**src/rtl/pc_pkg.sv**
```systemverilog
// Shared definitions for the fetch-stage program counter and its return-address stack.
package pc_pkg;

   // Default sequential increment: word-addressed instruction memory.
   localparam int unsigned DEF_STEP     = 1;
   // Default fetch address after reset.
   localparam logic [31:0] DEF_RESET_PC = 32'h0000_0000;

   // Source of the next fetch address, listed from highest to lowest priority.
   typedef enum logic [2:0] {
      SEL_RESET,
      SEL_REDIRECT,
      SEL_HOLD,
      SEL_CALL,
      SEL_RET,
      SEL_SEQ
   } pc_sel_e;

   // Width of a counter able to hold the values 0..depth inclusive.
   function automatic int unsigned count_width(input int unsigned depth);
      return $clog2(depth + 1);
   endfunction

endpackage

```
**src/rtl/ras_stack.sv**
```systemverilog
// Circular return-address stack. A push onto a full stack overwrites the oldest
// entry, so the most recent RAS_DEPTH return addresses are always retained.
// RAS_DEPTH must be a power of two so the pointer wraps naturally.
module ras_stack
   import pc_pkg::*;
#(
   parameter int unsigned PC_W      = 32,
   parameter int unsigned RAS_DEPTH = 8,
   localparam int unsigned PTR_W    = $clog2(RAS_DEPTH),
   localparam int unsigned CNT_W    = count_width(RAS_DEPTH)
) (
   input  logic             clk,
   input  logic             reset,
   input  logic             i_push,
   input  logic [PC_W-1:0]  i_push_data,
   input  logic             i_pop,
   output logic [PC_W-1:0]  o_top,
   output logic [CNT_W-1:0] o_count,
   output logic             o_full,
   output logic             o_empty,
   output logic             o_overflow,
   output logic             o_underflow
);

   logic [PC_W-1:0]  r_mem [RAS_DEPTH];
   logic [PTR_W-1:0] r_wr_ptr;
   logic [PTR_W-1:0] w_top_ptr;
   logic [CNT_W-1:0] r_count;
   logic [CNT_W-1:0] w_count_nxt;
   logic             r_full;
   logic             r_empty;
   logic             r_overflow;
   logic             w_do_pop;

   // A push takes precedence over a pop; a pop on an empty stack changes nothing.
   assign w_do_pop    = i_pop & ~i_push & ~r_empty;
   assign o_underflow = i_pop & ~i_push & r_empty;

   // r_wr_ptr is the next free slot, so the top of stack sits just below it.
   assign w_top_ptr = r_wr_ptr - PTR_W'(1);
   assign o_top     = r_mem[w_top_ptr];

   assign o_count    = r_count;
   assign o_full     = r_full;
   assign o_empty    = r_empty;
   assign o_overflow = r_overflow;

   // Next occupancy: saturates at RAS_DEPTH when a push overwrites the oldest entry.
   always_comb begin
      w_count_nxt = r_count;
      if (i_push) begin
         if (!r_full) begin
            w_count_nxt = r_count + CNT_W'(1);
         end
      end else if (w_do_pop) begin
         w_count_nxt = r_count - CNT_W'(1);
      end
   end

   // Pointer, occupancy and registered status flags.
   always_ff @(posedge clk) begin
      if (reset) begin
         r_wr_ptr   <= '0;
         r_count    <= '0;
         r_full     <= 1'b0;
         r_empty    <= 1'b1;
         r_overflow <= 1'b0;
      end else begin
         if (i_push) begin
            r_wr_ptr   <= r_wr_ptr + PTR_W'(1);
            r_overflow <= r_overflow | r_full;
         end else if (w_do_pop) begin
            r_wr_ptr <= w_top_ptr;
         end
         r_count <= w_count_nxt;
         r_full  <= (w_count_nxt == CNT_W'(RAS_DEPTH));
         r_empty <= (w_count_nxt == '0);
      end
   end

   // Entry storage; contents are only meaningful below the occupancy count.
   always_ff @(posedge clk) begin
      if (i_push) begin
         r_mem[r_wr_ptr] <= i_push_data;
      end
   end

endmodule

```
**src/rtl/pc_unit.sv**
```systemverilog
// Fetch-stage program counter. Each cycle picks the next fetch address from
// reset, redirect, stall hold, call target, return-address pop or increment,
// and keeps the return-address stack in step with calls and returns.
module pc_unit
   import pc_pkg::*;
#(
   parameter int unsigned     PC_W      = 32,
   parameter int unsigned     STEP      = DEF_STEP,
   parameter logic [PC_W-1:0] RESET_PC  = PC_W'(DEF_RESET_PC),
   parameter int unsigned     RAS_DEPTH = 8,
   localparam int unsigned    CNT_W     = count_width(RAS_DEPTH)
) (
   input  logic             clk,
   input  logic             reset,
   input  logic             stall,
   input  logic             redirect_valid,
   input  logic [PC_W-1:0]  redirect_pc,
   input  logic             call,
   input  logic [PC_W-1:0]  call_target,
   input  logic             ret,
   output logic [PC_W-1:0]  pc,
   output logic [CNT_W-1:0] ras_count,
   output logic             ras_empty,
   output logic             ras_full,
   output logic             ras_overflow,
   output logic             ret_underflow
);

   pc_sel_e          w_sel;
   logic [PC_W-1:0]  r_pc;
   logic [PC_W-1:0]  w_seq_pc;
   logic [PC_W-1:0]  w_next_pc;
   logic [PC_W-1:0]  w_ras_top;
   logic             w_push;
   logic             w_pop;
   logic             w_ras_empty;
   logic             w_ras_unf;
   logic             r_ret_underflow;

   // Sequential address; the carry out of the top bit is dropped so the PC wraps.
   assign w_seq_pc = r_pc + PC_W'(STEP);

   // Priority select: redirect overrides stall, stall masks call/ret, call beats ret.
   always_comb begin
      w_sel = SEL_SEQ;
      if (reset) begin
         w_sel = SEL_RESET;
      end else if (redirect_valid) begin
         w_sel = SEL_REDIRECT;
      end else if (stall) begin
         w_sel = SEL_HOLD;
      end else if (call) begin
         w_sel = SEL_CALL;
      end else if (ret) begin
         w_sel = SEL_RET;
      end
   end

   // Next-PC mux and stack commands derived from the selected source.
   always_comb begin
      w_next_pc = w_seq_pc;
      w_push    = 1'b0;
      w_pop     = 1'b0;
      case (w_sel)
         SEL_RESET:    w_next_pc = RESET_PC;
         SEL_REDIRECT: w_next_pc = redirect_pc;
         SEL_HOLD:     w_next_pc = r_pc;
         SEL_CALL: begin
            w_next_pc = call_target;
            w_push    = 1'b1;
         end
         SEL_RET: begin
            // A return with nothing to return to just falls through sequentially.
            w_next_pc = w_ras_empty ? w_seq_pc : w_ras_top;
            w_pop     = 1'b1;
         end
         default:      w_next_pc = w_seq_pc;
      endcase
   end

   // The return address pushed is the instruction after the current call. The
   // pushed entry is visible at the top on the very next cycle, so a ret right
   // after a call needs no extra forwarding.
   ras_stack #(
      .PC_W      (PC_W),
      .RAS_DEPTH (RAS_DEPTH)
   ) u_ras (
      .clk         (clk),
      .reset       (reset),
      .i_push      (w_push),
      .i_push_data (w_seq_pc),
      .i_pop       (w_pop),
      .o_top       (w_ras_top),
      .o_count     (ras_count),
      .o_full      (ras_full),
      .o_empty     (w_ras_empty),
      .o_overflow  (ras_overflow),
      .o_underflow (w_ras_unf)
   );

   // PC register; reset is folded into the select so it needs no separate branch.
   always_ff @(posedge clk) begin
      r_pc <= w_next_pc;
   end

   // One-cycle pulse when a return found the stack empty.
   always_ff @(posedge clk) begin
      if (reset) begin
         r_ret_underflow <= 1'b0;
      end else begin
         r_ret_underflow <= w_ras_unf;
      end
   end

   assign pc            = r_pc;
   assign ras_empty     = w_ras_empty;
   assign ret_underflow = r_ret_underflow;

endmodule

```
**config.mk**
```make
export PLATFORM = sky130hd
export DESIGN_NAME = pc_unit
export DESIGN_NICKNAME = d
export VERILOG_FILES = /design/src/rtl/pc_pkg.sv /design/src/rtl/ras_stack.sv /design/src/rtl/pc_unit.sv
export SDC_FILE = /design/constraint.sdc
export NUM_CORES = 1
export LEC_CHECK = 0
export BUFFER_PORTS_ARGS = -buffer_cell sky130_fd_sc_hd__buf_2
export CORE_MARGIN = 2
export CORE_UTILIZATION = 60
export DETAILED_ROUTE_END_ITERATION = 8
export PLACE_DENSITY = 0.86
export SKIP_LAST_GASP = 1
export SLEW_MARGIN = 20
export SYNTH_ARGS = -nofsm -noshare
export SYNTH_HDL_FRONTEND = slang
export SYNTH_HIERARCHICAL = 1
export SYNTH_SLANG_ARGS = --single-unit
```
**constraint.sdc**
```tcl
create_clock -name clk -period 11.45 [get_ports clk]
set_clock_uncertainty 0.2 [all_clocks]
set_input_delay 0.5725 -clock clk [delete_from_list [all_inputs] [get_ports clk]]
set_output_delay 0.5725 -clock clk [all_outputs]
set_load 0.02 [all_outputs]
```
==> impl_metrics.yaml, run 1 <==
sta:
  final_max_slew_viol_count: 0
  fmax_ghz: 0.261
  postLayoutSetupSlackWorst_ns: 7.61
  post-route-period-util_pct: 33.5
  rsz0062_at_grt: "false"
  finalHoldViolCount: 0
  hold_ws_ns: 0.128
  period_needed_ns: 3.84
  finalSetupTns_ns: 0
  worst_pin_slew_ns: 1.00
  finalSetupViolCount: 0
  slew_headroom_pct: 33.0
hold_path:
  holdCritPathClass: "primary input to flip-flop"
  min_path_cells: 3
  whs_endpoint: "pc[10]"
  min_from: "redirect_pc[10]"
power:
  sw_frac_of_total_pct: 22.4
  internal_power_w: 0.00190
  pwr-share-comb_pct: 6.9
  pwr_density_cell_nw_per_um2: 162
  clock_power_share_pct: 41.7
  p_sw_w: 0.000549
  p_leak_nw: 5.24
  power_frac_seq_pct: 51.4
  fin_total_pwr_w: 0.00245
  vdd_ir_drop_max_mv: 0.139
clock_tree:
  cts_hold_buf: 0
  cts_tree: "built"
  cts_resized: 0
  htreeDepth: 1
  clock-root-buffer: "clkbuf_16"
  cts_setup_buffers: 0
  clk_pin_slew_worst_paths_ns: 0.07
  worstSkewPairLatency_ns: 0.56
  numCtsBuffers: 30
  clock_sinks: 299
  clock_path_buffers: 3
job:
  max_cap_viol_count: 0
global_route:
  grt_pass1_vias: 8094
  overflow: 0
  antenna_found_initial: 0
  grt_max_degree: 57
  grt_util_all_layers_pct: 28.0
  grt_pass1_wl_mm: 48.6
routing:
  drt_iter0_markers: 1259
  wirelength_mm: 33.2
  firstDrtPassIters: 8
  ant_nets: 0
  vias: 8239
  routedWlPerCell_um: 27.9
  vias_per_cell: 6.93
  route.detailed.drc: 0
setup_path:
  end_kind: "flip-flop"
  reg2reg_slack_ns: 7.61
  worst-setup-path-type: "flip-flop to flip-flop"
  critPathLaunchType: "flip-flop"
  r2r_start: "u_ras/r_wr_ptr[0]"
  path_cells: "inv_1 -> ha_2 -> buf_4 -> mux4_1 -> mux2_2 -> a222oi_1 -> o21ai_0"
  required_ns: 11.51
  crit_fanout: 56
  arrival_ns: 3.90
  cpMaxStageDelayCell: "buf_4"
  r2r_cells: 7
  worstReg2RegEnd: "pc[0]"
  critPathMaxStageDelay_ns: 0.64
synthesis:
  ys_seq_elements: 299
  syn_inst: 766
  synth_cell_types: 59
  syn_avg_cell_area_um2: 17.2
  seq_area_frac_synth_pct: 67.2
  synth_edf_count: 288
  ys.flop_type: "edfxtp_1"
  syn_nets: 842
  synth_area_um2: 13200
  yosys_warnings: 6
  synthArstFlopShare_pct: 0
finish:
  num-nets-final: 962
  drive_above_1_share_pct: 26.7
  antenna_cells: 0
  area_growth_pct: 14.7
  fin_cells: 1189
die:
  core_area_um2: 21700
  dieWidth_um: 152
  io_pins: 110
  die_area_um2: 23200
  chipHeight_um: 152
  start_util_pct: 60.8
  rows: 54
placed_design:
  place_ws_ns: 7.36
  gp_congestion: 0.816
  hpwlAfterDp_mm: 18.7
  io_buffers: 109
  dp.cells: 1134
outcome:
  status: "complete, no violations"
-- worst max path at each step --
| stage | from | end | slack, ns | cells after the start |
|---|---|---|---|---|
| 2_1_floorplan | stall | u_ras/r_mem[0][0] | 6.65 | 5 |
| 3_3_place_gp | reset | u_ras/r_mem[4][10] | 7.52 | 6 |
| 3_5_place_dp | reset | u_ras/r_mem[4][11] | 7.36 | 6 |
| 4_1_cts | u_ras/r_wr_ptr[0] | pc[0] | 7.64 | 7 |
| 5_1_grt | u_ras/r_wr_ptr[0] | pc[0] | 7.48 | 7 |
| 6_report | u_ras/r_wr_ptr[0] | pc[0] | 7.61 | 7 |
-- synthesized netlist by cell type, types with 2 or more instances --
library cell | count | share of area [%]
edfxtp_1 | 288 | 66
mux4_1 | 54 | 11
nand2_1 | 37 | 1.1
mux2_2 | 33 | 2.8
o21ai_0 | 33 | 1.3
inv_1 | 22 | 0.63
nand3_1 | 21 | 0.80
a21oi_1 | 20 | 0.76
clkbuf_1 | 19 | 0.54
nor2_1 | 18 | 0.51
nor3_1 | 16 | 0.61
a222oi_1 | 14 | 1.1
xor2_1 | 13 | 0.86
xnor2_1 | 12 | 0.80
dfxtp_1 | 11 | 1.7
mux4_2 | 10 | 1.7
buf_6 | 9 | 0.77
and3_1 | 8 | 0.38
nor2b_1 | 8 | 0.38
a221o_1 | 7 | 0.53
buf_2 | 7 | 0.27
a22oi_1 | 6 | 0.34
and2_1 | 6 | 0.28
ha_1 | 6 | 0.57
nand4_1 | 6 | 0.28
o211ai_1 | 6 | 0.34
o31ai_1 | 6 | 0.34
a32oi_1 | 5 | 0.33
nor4_1 | 5 | 0.24
or2_2 | 5 | 0.24
or4_4 | 5 | 0.43
a22o_1 | 4 | 0.27
a31oi_1 | 4 | 0.19
and4_1 | 4 | 0.27
buf_1 | 4 | 0.11
nor4b_1 | 3 | 0.20
or3_1 | 3 | 0.14
a211o_1 | 2 | 0.13
a21boi_0 | 2 | 0.11
a21o_1 | 2 | 0.11
a32o_1 | 2 | 0.15
nand2b_1 | 2 | 0.095
or4_1 | 2 | 0.11
-- registers in the layout, indices dropped and copies added (netlist names) --
signal and count:
u_ras/o_count 4, u_ras/o_empty 1, u_ras/r_wr_ptr 3, u_ras/o_overflow 1, ret_underflow 1, u_ras/o_full 1, u_ras/r_mem 256, pc 32
-- power groups by stage --
| stage | sequential (W) | clock [W] | combinational (W) |
|---|---|---|---|
| floorplan | 0.00129 | 0 | 0.0000894 |
| global placement | 0.00128 | 0 | 0.000157 |
| detailed placement | 0.00128 | 0 | 0.000164 |
| CTS | 0.00126 | 0.00102 | 0.000167 |
| global route | 0.00126 | 0.00106 | 0.000180 |
| finish | 0.00126 | 0.00102 | 0.000170 |
-- metrics by stage --
| stage | util, % | area (um^2) |
|---|---|---|
| finish | 69.8 | 15100 |
| global route | 69.8 | 15100 |
| CTS | 69.8 | 15100 |
| detailed placement | 65.1 | 14100 |
| global placement | 65.1 | 14100 |
| floorplan | - | 13200 |
-- critical path: cells and delay by family (launching register included) --
kind,cells,cell delay (ns)
buffers and inverters,2,0.80
flip-flops,1,0.58
AO/OA/AOI/OAI,2,0.70
multiplexers,2,0.67
adder cells (fa/ha/maj),1,0.51
-- logic make-up (layout without fill, tap and decap cells) --
logic type / after synthesis / count (layout) / synth area share (%)
DFF: 299 / 299 / 67.2
and+or+nand+nor: 156 / 156 / 6.52
AOI/OAI and AO/OA: 119 / 119 / 6.30
muxes: 98 / 98 / 15.4
buffers and inverters: 63 / 206 / 2.40
xor gates and xnor gates: 25 / 25 / 1.66
adders and majority gates: 6 / 6 / 0.569
-- layout make-up --
class                   instances  area, um^2
clock buffers                  35         791
clock inverters                20         236
fillers                      1288        6550
inverters                      23        86.3
multi-input cells             404        4120
flip-flops and latches        299        8870
well taps                     280         350
repair buffers                128         688
-- routing by layer --
metal  part of all wire [%]  global-route usage, %  vias up
met5                      0                      0        -
met4                    3.1                   10.2        0
met2                     49                   46.2      639
met1                     37                   38.4     4095
li1                       -                      -     3420
met3                     11                   4.58       85
-- placed cells by master, fill, tap and decap left out, types with 5 or more instances in the layout --
master	Yosys	layout
nand4_1	6	6
o31ai_1	6	6
clkinv_1	1	7
nand2_1	37	37
nor3_1	16	14
and3_1	8	8
nor2b_1	8	7
o211ai_1	6	6
nand3_1	21	21
buf_2	7	109
edfxtp_1	288	288
bufinv_16	0	5
xnor2_1	12	12
a21oi_1	20	20
or2_2	5	5
mux4_1	54	54
o21ai_0	33	32
buf_4	1	19
dfxtp_1	11	10
mux4_2	10	10
a221o_1	7	7
a222oi_1	14	14
nor2_4	0	6
or4_4	5	5
clkbuf_16	0	31
nor2_1	18	12
and2_1	6	6
mux2_2	33	33
xor2_1	13	12
ha_1	6	5
inv_1	22	22
a22oi_1	6	6
a32oi_1	5	5
Note: power is estimated with default switching activity, not from simulation.
==> run 2: changes to the inputs <==
CORE_UTILIZATION = 54   (was 60)
PLACE_DENSITY = 0.82   (was 0.86)
clock period = 3.5 ns   (was 11.45 ns; I/O delays follow)
==> run 2 against run 1 <==
  * First-iteration DRC count grew 5.5%
  * Via count grew 4.4%
  * Final cell count grew 11%
  * Fmax grew 12%
  * Worst setup slack lost 7.5 ns
  * Final area grew 5.5%
  * Largest cell class unchanged
  * Critical path depth grew 1
  * Hold slack lost 0.088 ns
  * Die area grew 11%
==> impl_metrics.yaml, run 2 (synthesized netlist as in run 1, its figures left out) <==
outcome:
  status: "complete, no violations"
routing:
  route.detailed.drc: 0
  vias: 8599
  drt_iter0_markers: 1328
  vias_per_cell: 6.53
  routedWlPerCell_um: 26.3
  wirelength_mm: 34.6
  wl_met3_mm: 3.57
  ant_nets: 0
  wl_met2_mm: 16.9
  wl_met1_mm: 12.7
  dr.max_layer_used: "met4"
  firstDrtPassIters: 8
placed_design:
  gp_congestion: 0.799
  place_ws_ns: 0.492
  placed_cell_area_um2: 14300
  hpwlAfterDp_mm: 19.4
  dp.cells: 1189
  io_buffers: 109
setup_path:
  worst-setup-path-type: "flip-flop to flip-flop"
  r2r_start: "pc[0]"
  end_kind: "flip-flop"
  required_ns: 3.70
  reg2reg_slack_ns: 0.07
  crit_fanout: 6
  r2r_cells: 8
  critPathLaunchType: "flip-flop"
  arrival_ns: 3.63
  worstReg2RegEnd: "pc[26]"
die:
  io_pins: 110
  start_util_pct: 54.6
  dieWidth_um: 160
  chipHeight_um: 160
  die_area_um2: 25700
  core_area_um2: 24200
  rows: 57
finish:
  num-nets-final: 1045
  fillCellCount: 1532
  final_common_cell: "edfxtp_1"
  fin_area_um2: 16000
  top_register: "u_ras/r_mem"
  finish.utilization_pct: 66.1
  layout_common_cells: "edfxtp_1, buf_2, dlygate4sd3_1, mux4_1, nand2_1"
  largest_reg_flops: 256
  area_growth_pct: 21.1
  drive_above_1_share_pct: 25.8
  fin_cells: 1316
hold_path:
  holdCritPathClass: "primary input to flip-flop"
  min_from: "call_target[22]"
  whs_endpoint: "pc[22]"
  min_path_cells: 5
clock_tree:
  clk_pin_slew_worst_paths_ns: 0.06
  clock-root-buffer: "clkbuf_16"
  htreeDepth: 1
  clock_sinks: 299
  worstSkewPairLatency_ns: 0.54
  cts_tree: "built"
  numCtsBuffers: 29
  clock_path_buffers: 3
sta:
  fmax_ghz: 0.291
  finalSetupViolCount: 0
  period_needed_ns: 3.43
  final_max_slew_viol_count: 0
  post-route-period-util_pct: 98.1
  worst_pin_slew_ns: 1.07
  finalHoldViolCount: 0
  postLayoutSetupSlackWorst_ns: 0.0657
  hold_ws_ns: 0.0397
  slew_headroom_pct: 28.5
global_route:
  grt_pass1_vias: 8563
  overflow: 0
  antenna_found_initial: 3
  grt_util_all_layers_pct: 25.8
  grt_pass1_wl_mm: 49.9
  grt_max_degree: 71
job:
  max_cap_viol_count: 0
power:
  p_leak_nw: 5.55
  vdd_ir_drop_max_mv: 0.417
  pwr_density_cell_nw_per_um2: 486
==> run 2: cell count changes in the layout (fill, tap and decap cells not counted), moves of 3 or more <==
cell / previous run / this run
buf_12: 0 / 8
dlygate4sd3_1: 0 / 63
clkbuf_1: 4 / 8
buf_4: 19 / 32
diode_2: 0 / 3
==> run 2: report_power, final <==
part	total (W)	internal (W)	switching, W
clock	0.00300	0.00173	0.00127
sequential	0.00412	0.00404	0.0000780
combinational	0.000651	0.000267	0.000384
==> run 2: worst max path at each step <==
stage | depth (start not counted) | to | from
floorplan | 5 | u_ras/r_mem[2][0] | stall
global route | 8 | pc[1] | u_ras/r_wr_ptr[1]
CTS | 6 | pc[16] | pc[2]
detailed placement | 8 | pc[19] | u_ras/r_wr_ptr[1]
finish | 8 | pc[26] | pc[0]
global placement | 5 | pc[28] | pc[2]
==> run 2: routing by layer <==
metal  up-vias  track usage, %
met5         -               0
met4         0            10.5
met3       125            5.48
met2       611            43.1
met1      4256            33.5
li1       3607               -
==> run 2: area by class of cell <==
class | instances | area (um^2) | area share (%)
antenna | 3 | 7.51 | 0.0470
inverter | 23 | 86.3 | 0.540
timing repair buffer | 212 | 1580 | 9.87
clock inverter | 14 | 143 | 0.893
tap | 324 | 405 | 2.54
sequential | 299 | 8870 | 55.5
clock buffer | 37 | 756 | 4.73
multi-input combinational | 404 | 4130 | 25.8
==> run 2: critical path: stages, from the launching register on <==
cell and delay, ns:
edfxtp_1 0.49, buf_4 0.19, ha_1 0.19, nand3_1 0.11
or4_4 0.52, or4_4 0.55, a32oi_1 0.27, a221o_1 0.18
dlygate4sd3_1 0.60
==> run 2: through the flow <==
step | power [W] | setup TNS, ns
2_1_floorplan | 0.00450 | -8.26
3_3_place_gp | 0.00471 | 0
3_5_place_dp | 0.00473 | 0
4_1_cts | 0.00772 | 0
5_1_grt | 0.00796 | -0.0183
6_report | 0.00777 | 0
==> run 2: repair_timing <==
item / CTS / global route
setup endpoints to repair: 0 / 9
hold buffers: 63 / 0
buffers inserted: 0 / 10
endpoints found under the hold margin: 42 / 0
resized for setup: 0 / 3
==> run 3: changes to the inputs <==
CORE_UTILIZATION = 60   (was 54)
PLACE_DENSITY = 0.86   (was 0.82)
clock period = 4.3 ns   (was 3.5 ns; I/O delays follow)
==> run 3 against run 2 <==
  * Fmax is 13% lower
  * Sequential power is 19% lower
  * Clock power is 17% lower
  * Highest routed layer unchanged
  * Worst setup slack better by 0.30 ns
  * Register-to-register slack better by 0.30 ns
  * Combinational power is 19% lower
==> impl_metrics.yaml, run 3 (synthesized netlist as in run 1, its figures left out) <==
global_route:
  busiest_layer: "met2"
  met1_usage_pct: 40.0
  grt_pass1_vias: 8735
  overflow: 0
  grt_util_all_layers_pct: 30.0
  grt_max_degree: 71
  grt_pass1_wl_mm: 52.3
  use_met3_pct: 4.92
  met2_usage_pct: 49.9
  antenna_found_initial: 0
routing:
  firstDrtPassIters: 9
  vias: 8775
  route.detailed.drc: 0
  drt_iter0_markers: 1414
  ant_nets: 0
  routedWlPerCell_um: 28.1
  vias_per_cell: 6.95
  wirelength_mm: 35.5
setup_path:
  worst-setup-path-type: "flip-flop to flip-flop"
  arrival_ns: 4.04
  worstReg2RegEnd: "pc[25]"
  required_ns: 4.41
  critPathLaunchType: "flip-flop"
  reg2reg_slack_ns: 0.37
  r2r_start: "u_ras/r_wr_ptr[1]"
  r2r_cells: 9
  crit_fanout: 12
  end_kind: "flip-flop"
  crit_family: "buffers and inverters"
  path_buf_inv: 3
  path_cells: "inv_1 -> ha_2 -> mux4_1 -> mux2_2 -> o21ai_0 -> o211ai_1 -> dlygate4sd3_1 -> a21o_1 -> dlygate4sd3_1"
  crit_path_frequent_cell: "dlygate4sd3_1"
  critPathMaxStageDelay_ns: 0.58
  cpMaxStageDelayCell: "dlygate4sd3_1"
die:
  die_area_um2: 23200
  core_area_um2: 21700
  rows: 54
  start_util_pct: 60.8
  io_pins: 110
  dieWidth_um: 152
  chipHeight_um: 152
sta:
  rsz0062_at_grt: "false"
  final_max_slew_viol_count: 0
  finalSetupViolCount: 0
  finalHoldViolCount: 0
  fmax_ghz: 0.254
  post-route-period-util_pct: 91.4
  postLayoutSetupSlackWorst_ns: 0.368
  period_needed_ns: 3.93
  finalSetupTns_ns: 0
  worst_pin_slew_ns: 1.09
  slew_headroom_pct: 27.0
placed_design:
  io_buffers: 109
  place_ws_ns: 1.07
  hpwlAfterDp_mm: 19.6
  gp_congestion: 0.835
power:
  vdd_ir_drop_max_mv: 0.311
  p_leak_nw: 5.51
  pwr_density_cell_nw_per_um2: 404
clock_tree:
  clock_path_buffers: 3
  worstSkewPairLatency_ns: 0.55
  cts_tree: "built"
  htreeDepth: 1
  cts_setup_buffers: 0
  numCtsBuffers: 31
  clock_sinks: 299
  cts_resized: 0
  cts_hold_buf: 65
  clock-root-buffer: "clkbuf_16"
  clk_pin_slew_worst_paths_ns: 0.06
hold_path:
  holdCritPathClass: "primary input to flip-flop"
  min_from: "redirect_pc[22]"
  whs_endpoint: "pc[22]"
  min_path_cells: 5
finish:
  area_growth_pct: 19.8
  num-nets-final: 1035
  drive_above_1_share_pct: 24.9
  final_common_cell: "edfxtp_1"
  top_register: "u_ras/r_mem"
  layout_common_cells: "edfxtp_1, buf_2, dlygate4sd3_1, mux4_1, nand2_1"
  fillCellCount: 1171
  finish.utilization_pct: 72.9
  antenna_cells: 0
  largest_reg_flops: 256
outcome:
  status: "complete, no violations"
job:
  max_cap_viol_count: 0
[run 3: cell types whose count changed in the layout (fill, tap and decap cells not counted), sizes merged]
cell,before,now
clkinvlp,1,0
diode,3,0
clkbuf,37,44
buf,149,135
bufinv,3,1
inv,23,22
dlygate4sd3,63,65
clkinv,10,13
[run 3: where the power goes]
group	total, W	internal, W	switching (W)
combinational	0.000527	0.000208	0.000319
clock	0.00250	0.00143	0.00107
sequential	0.00335	0.00329	0.0000601
total	0.00638	0.00493	0.00145
[run 3: worst max-delay path by stage]
stage | to | cells past startpoint | from | slack, ns
5_1_grt | pc[29] | 9 | u_ras/r_wr_ptr[1] | 0.22
2_1_floorplan | u_ras/r_mem[2][0] | 5 | stall | 0.71
6_report | pc[25] | 9 | u_ras/r_wr_ptr[1] | 0.37
3_5_place_dp | pc[11] | 8 | u_ras/r_wr_ptr[1] | 1.07
3_3_place_gp | pc[11] | 8 | u_ras/r_wr_ptr[1] | 1.22
4_1_cts | pc[29] | 9 | u_ras/r_wr_ptr[1] | 0.39
[run 3: final cells by class]
type | count | area, um^2 | share of cell area (%)
clock buffer | 44 | 855 | 5.41
clock inverter | 13 | 91.3 | 0.578
inverter | 23 | 86.3 | 0.546
multi-input combinational | 404 | 4110 | 26.0
sequential | 299 | 8870 | 56.1
tap | 280 | 350 | 2.22
timing repair buffer | 200 | 1440 | 9.12
[run 3: layer usage]
metal  vias up  wire (um)
met4         0       1610
li1       3577          -
met5         -          0
met3       153       4000
met1      4299      12400
met2       746      17500
[run 3: worst reg2reg max path: cells and delay by family (launching register included)]
kind	cells	cell delay, ns
mux	2	0.66
flops	1	0.53
buf+inv	3	1.27
fa+ha+maj	1	0.54
compound gates	3	0.51
[run 3: through the flow]
stage	cells	total power (W)	hold WS (ns)	cell area [um^2]
5_1_grt	1263	0.00652	0.159	15800
4_1_cts	1263	0.00635	0.119	15800
6_report	1263	0.00638	0.125	15800
3_3_place_gp	1141	0.00383	0.253	14200
3_5_place_dp	1141	0.00385	0.257	14200
2_1_floorplan	766	0.00366	0.0866	13200
